<file path="config.mk">
export PLATFORM = sky130hd
export DESIGN_NAME = pdp8_mem_arbiter
export DESIGN_NICKNAME = d
export VERILOG_FILES = /design/src/rtl/pdp8_mem_arbiter.sv
export SDC_FILE = /design/constraint.sdc
export NUM_CORES = 1
export LEC_CHECK = 0
export ABC_AREA = 1
export ABC_CLOCK_PERIOD_IN_PS = 1300
export BUFFER_PORTS_ARGS = -buffer_cell sky130_fd_sc_hd__clkbuf_2
export CORE_AREA = 2 2 66 93
export CTS_CLUSTER_SIZE = 25
export DETAILED_ROUTE_END_ITERATION = 12
export DIE_AREA = 0 0 68 95
export PLACE_DENSITY = 0.76
export SLEW_MARGIN = 40
export SYNTH_ARGS = -nofsm -noshare
export SYNTH_HDL_FRONTEND = slang
export SYNTH_SLANG_ARGS = --single-unit
</file>
<file path="constraint.sdc">
create_clock -name clk -period 1.3 [get_ports clk]
set_input_delay 0.26 -clock clk [delete_from_list [all_inputs] [get_ports clk]]
set_output_delay 0.26 -clock clk [all_outputs]
set_load 0.05 [all_outputs]
</file>
<file path="src/rtl/pdp8_mem_arbiter.sv">
// pdp8_mem_arbiter: serialises fetch reads, exec reads and exec writes onto
// the single-ported PDP-8 main memory.
//
// Priority is exec_wr > exec_rd > ifu_rd. A requester whose ack was high in
// the previous cycle is skipped, so a level request is never granted twice.
// Writes finish in one cycle. Reads take three cycles: strobe, wait, capture.
//
// Optional feature: define ARB_STARVE_GUARD_EN to enable the fetch starvation
// guard. After STARVE_LIMIT exec grants made while fetch waits, the next grant
// goes to fetch.
module pdp8_mem_arbiter #(
  parameter int ADDR_WIDTH   = 12,
  parameter int DATA_WIDTH   = 12,
  parameter int STARVE_LIMIT = 4
) (
  input  logic                  clk,
  input  logic                  reset_n,
  input  logic                  ifu_rd_req,
  input  logic [ADDR_WIDTH-1:0] ifu_rd_addr,
  output logic [DATA_WIDTH-1:0] ifu_rd_data,
  output logic                  ifu_rd_ack,
  input  logic                  exec_rd_req,
  input  logic [ADDR_WIDTH-1:0] exec_rd_addr,
  output logic [DATA_WIDTH-1:0] exec_rd_data,
  output logic                  exec_rd_ack,
  input  logic                  exec_wr_req,
  input  logic [ADDR_WIDTH-1:0] exec_wr_addr,
  input  logic [DATA_WIDTH-1:0] exec_wr_data,
  output logic                  exec_wr_ack,
  output logic                  mem_rd_en,
  output logic                  mem_wr_en,
  output logic [ADDR_WIDTH-1:0] mem_addr,
  output logic [DATA_WIDTH-1:0] mem_wdata,
  input  logic [DATA_WIDTH-1:0] mem_rdata,
  output logic                  busy
);

  typedef enum logic [1:0] {IDLE = 2'd0, RD_WAIT = 2'd1, RD_CAPT = 2'd2} state_t;

  state_t state, state_next;
  logic   elig_wr, elig_erd, elig_ifu;
  logic   force_ifu;
  logic   grant_wr, grant_erd, grant_ifu;
  logic   winner_exec;

  // Lockout: an ack that was high last cycle blocks that requester now.
  assign elig_wr  = exec_wr_req && !exec_wr_ack;
  assign elig_erd = exec_rd_req && !exec_rd_ack;
  assign elig_ifu = ifu_rd_req  && !ifu_rd_ack;

  assign busy = (state != IDLE);

`ifdef ARB_STARVE_GUARD_EN
  localparam logic [2:0] LIMIT = 3'(STARVE_LIMIT);
  logic [2:0] starve_cnt;

  assign force_ifu = elig_ifu && (starve_cnt >= LIMIT);

  // Count exec grants taken while fetch waits; saturate at 7; clear when fetch is served or idle.
  always_ff @(posedge clk) begin
    if (!reset_n) begin
      starve_cnt <= 3'd0;
    end else if (!ifu_rd_req || grant_ifu) begin
      starve_cnt <= 3'd0;
    end else if ((grant_wr || grant_erd) && elig_ifu && (starve_cnt != 3'd7)) begin
      starve_cnt <= starve_cnt + 3'd1;
    end
  end
`else
  assign force_ifu = 1'b0;
`endif

  // State register.
  always_ff @(posedge clk) begin
    if (!reset_n) begin
      state <= IDLE;
    end else begin
      state <= state_next;
    end
  end

  // Next state and grant decode; grants are only made from IDLE.
  always_comb begin
    state_next = state;
    grant_wr   = 1'b0;
    grant_erd  = 1'b0;
    grant_ifu  = 1'b0;
    case (state)
      IDLE: begin
        if (force_ifu) begin
          grant_ifu  = 1'b1;
          state_next = RD_WAIT;
        end else if (elig_wr) begin
          grant_wr   = 1'b1;
        end else if (elig_erd) begin
          grant_erd  = 1'b1;
          state_next = RD_WAIT;
        end else if (elig_ifu) begin
          grant_ifu  = 1'b1;
          state_next = RD_WAIT;
        end
      end
      RD_WAIT: state_next = RD_CAPT;
      RD_CAPT: state_next = IDLE;
      default: state_next = IDLE;
    endcase
  end

  // Registered memory commands, acks and read data capture.
  always_ff @(posedge clk) begin
    if (!reset_n) begin
      mem_rd_en    <= 1'b0;
      mem_wr_en    <= 1'b0;
      mem_addr     <= '0;
      mem_wdata    <= '0;
      exec_wr_ack  <= 1'b0;
      exec_rd_ack  <= 1'b0;
      ifu_rd_ack   <= 1'b0;
      exec_rd_data <= '0;
      ifu_rd_data  <= '0;
      winner_exec  <= 1'b0;
    end else begin
      mem_rd_en   <= grant_erd || grant_ifu;
      mem_wr_en   <= grant_wr;
      exec_wr_ack <= grant_wr;
      exec_rd_ack <= 1'b0;
      ifu_rd_ack  <= 1'b0;
      if (grant_wr) begin
        mem_addr  <= exec_wr_addr;
        mem_wdata <= exec_wr_data;
      end else if (grant_erd) begin
        mem_addr    <= exec_rd_addr;
        winner_exec <= 1'b1;
      end else if (grant_ifu) begin
        mem_addr    <= ifu_rd_addr;
        winner_exec <= 1'b0;
      end
      if (state == RD_CAPT) begin
        if (winner_exec) begin
          exec_rd_data <= mem_rdata;
          exec_rd_ack  <= 1'b1;
        end else begin
          ifu_rd_data <= mem_rdata;
          ifu_rd_ack  <= 1'b1;
        end
      end
    end
  end

endmodule
</file>
==> impl_metrics.csv <==
group,metric,value,unit
clocking,clockBufferDepth,2,
clocking,clkTransAtPathRegs,0.10,ns
die,dieArea,0.006460,mm^2
timing,post-route-period-util,96.64,%
flow_run,maxCapViolCount,0,
grt,grt_overflow,0,
synthesis,synth_seq_cells,55,
timing,finClkSkew,0.005055,ns
power,p_seq_share,43.5,%
worst_setup_path,worst_r2r_startpoint,"state[1]",
timing,min_period,1.256,ns
place,pre_cts_ws,-0.06257,ns
place,placedCellCount,537,
worst_setup_path,crit_path_start,"state[1]",
die,die_h,95,um
worst_setup_path,arrival,1.00,ns
timing,rsz0062_at_grt,"no",
status,status,"complete, no violations",
clocking,clk_latency,0.30,ns
die,io-pin-count,119,
synthesis,synth_seq_area_share,43.91,%
route,wl,5.991,mm
hold_path,min-delay-start,"exec_wr_data[3]",
worst_setup_path,critPathKind,"reg2out",
power,internal_power,0.002835,W
route,drc,0,
power,netSwitchingFraction,34.26,%
timing,finalHoldViolations,0,
timing,maxSlewViolCount,0,
clocking,cts_tree,"yes",
final_layout,fin_nets,543,
place,portBuffers,118,
final_layout,final_design_area_no_fill,0.003387,mm^2
worst_setup_path,crit_fanout,5,
final_layout,fin_cells,549,
grt,antenna_found_initial,0,
route,drt-initial-drc-count,62,
synthesis,syn-mean-instance-area,6.946,um^2
route,ant_nets,0,
route,vias_per_cell,4.539,
die,die_x,68,um
worst_setup_path,start_kind,"register",
power,peakVddDrop,0.9596,mV
final_layout,drive_gt1_share,34.86,%
synthesis,synth_cells,361,
timing,worst_pin_slew,0.2981,ns
die,start_util,44.01,%
route,drtPass1Iterations,4,
timing,clock.fmax,796.0,MHz
hold_path,hold_class,"in2reg",
final_layout,n_antenna_cell,0,
clocking,cts.sinks,55,
place,dp_hpwl,4.481,mm
timing,timing.final.ws_setup,0.04366,ns
synthesis,syn-num-nets,426,
worst_setup_path,critPathRequiredTime,1.04,ns
clocking,cts_buffers,5,
grt,grt_max_degree,32,
grt,grt_pass1_vias,2378,
synthesis,synth.distinct_cells,21,
die,rows,33,
clocking,cts_max_level,2,
final_layout,area_delta_synth_final,35.08,%
clocking,root_buffer,"clkbuf_8",
worst_setup_path,cp-end-kind,"primary output",
timing,setup_viol,0,
place,gp_congestion,0.8006,
synthesis,yosysWarnings,0,
power,pwr-share-comb,29.6,%
place,place_area,0.003174,mm^2
grt,track_usage,19.39,%
die,coreArea,0.005698,mm^2
power,power,0.004313,W
power,power_density,1273,mW/mm^2
power,clockPowerShare,26.9,%
power,leakagePower,1.777,nW
power,power.switching,0.001478,W
route,wire_per_inst,10.91,um
timing,slew_headroom,80.21,%
final_layout,postLayoutCoreUtil,59.44,%
grt,grt_first_pass_wirelength,9.818,mm
route,routed-via-count,2492,
synthesis,syn_area,0.002507,mm^2
-- cells in the mapped netlist --
| cell | n | area (um^2) |
|---|---|---|
| nor2_2 | 2 | 12.51 |
| buf_4 | 6 | 45.04 |
| nor2_1 | 54 | 202.7 |
| nor2_4 | 1 | 11.26 |
| nor3_1 | 1 | 5.000 |
| clkbuf_1 | 5 | 18.77 |
| nand2_1 | 42 | 157.7 |
| inv_2 | 2 | 7.510 |
| inv_1 | 80 | 300.3 |
| o21ai_0 | 36 | 180.2 |
| o21bai_2 | 1 | 11.26 |
| a21oi_2 | 9 | 78.83 |
| nand2_2 | 1 | 6.260 |
| buf_2 | 6 | 30.03 |
| dfxtp_1 | 55 | 1101 |
| buf_6 | 3 | 33.78 |
| a21oi_1 | 28 | 140.1 |
| nand3_1 | 25 | 125.1 |
| nand3_2 | 1 | 10.01 |
| nand3b_1 | 1 | 7.510 |
| nand2_4 | 2 | 22.52 |
-- metrics by stage --
stage          setup TNS [ns]  hold slack (ns)
4_1_cts                     0           0.1900
5_1_grt                     0           0.2273
6_report                    0           0.1973
2_1_floorplan               0           0.4228
3_5_place_dp          -0.5946           0.4351
3_3_place_gp         -0.02498           0.4300
-- state kept, by name, indices dropped and copies added (netlist names) --
name and cells:
mem_wr_en 1, exec_rd_data 12, mem_addr 12, ifu_rd_ack 1, state 2, exec_rd_ack 1, ifu_rd_data 12, mem_rd_en 1
mem_wdata 12, winner_exec 1
-- cells in the final DEF, fill, tap and decap left out --
cell type	instances
clkinv_2	1
clkbuf_2	117
o21bai_4	1
o21ai_0	36
nor2_4	3
nand3b_1	1
nand2_4	2
nand3_1	25
clkinvlp_4	1
buf_12	5
inv_1	79
nor2_1	54
a21oi_1	28
a21oi_2	9
clkbuf_8	7
nand3_4	1
dfxtp_1	50
nand2_2	5
dfxtp_2	3
dfxtp_4	2
bufinv_16	1
buf_4	7
inv_2	2
nand2_1	38
nor3_1	1
-- power groups by stage --
stage	sequential [W]	combinational [W]	clock, W
floorplan	0.00232	0.000508	0
global placement	0.00191	0.00120	0
detailed placement	0.00192	0.00123	0
CTS	0.00188	0.00124	0.00121
global route	0.00189	0.00140	0.00126
finish	0.00188	0.00128	0.00116
-- critical path, stage by stage (launching register included) --
cell and delay (ns):
dfxtp_4 0.39, inv_1 0.05, nand2_2 0.07, clkbuf_8 0.18
-- logic make-up (layout without fill, tap and decap cells) --
logic type      count (synthesis)  count (layout)  share of synthesized area (%)
simple gates                  130             130                          22.35
flops                          55              55                          43.91
compound gates                 74              74                          16.37
buf+inv                       102             220                          17.37
-- per-layer routing --
metal	GRT usage, %	up-vias	share of wire, %
met1	20.33	1101	40
met5	0	-	0
met4	5.167	0	1.4
met2	37.62	65	53
li1	-	1319	-
met3	3.814	7	5.3
-- area by class of cell --
class / count / area, um^2
fillers: 573 / 2311
flip-flops and latches: 55 / 1112
multi-input cells: 204 / 1006
repair buffers: 130 / 752.0
inverters: 82 / 311.5
well taps: 70 / 87.58
clock buffers: 6 / 82.58
clock inverters: 2 / 35.03
-- path summary, 6_finish.rpt --
| path | endpoint | slack [ns] | depth (start not counted) |
|---|---|---|---|
| setup / recovery | busy | 0.04 | 3 |
| hold reg to reg | ifu_rd_data[6] | 0.45 | 2 |
| hold / removal | mem_wdata[3] | 0.20 | 3 |
| setup reg to reg | mem_addr[3] | 0.10 | 7 |
-- repair_timing --
item                       in CTS  in global routing
buffers inserted                0                  4
resized for setup               6                  8
pin swaps                       0                  3
setup endpoints to repair      13                 25
hold buffers                    0                  0
(Power assumes the default switching activity.)
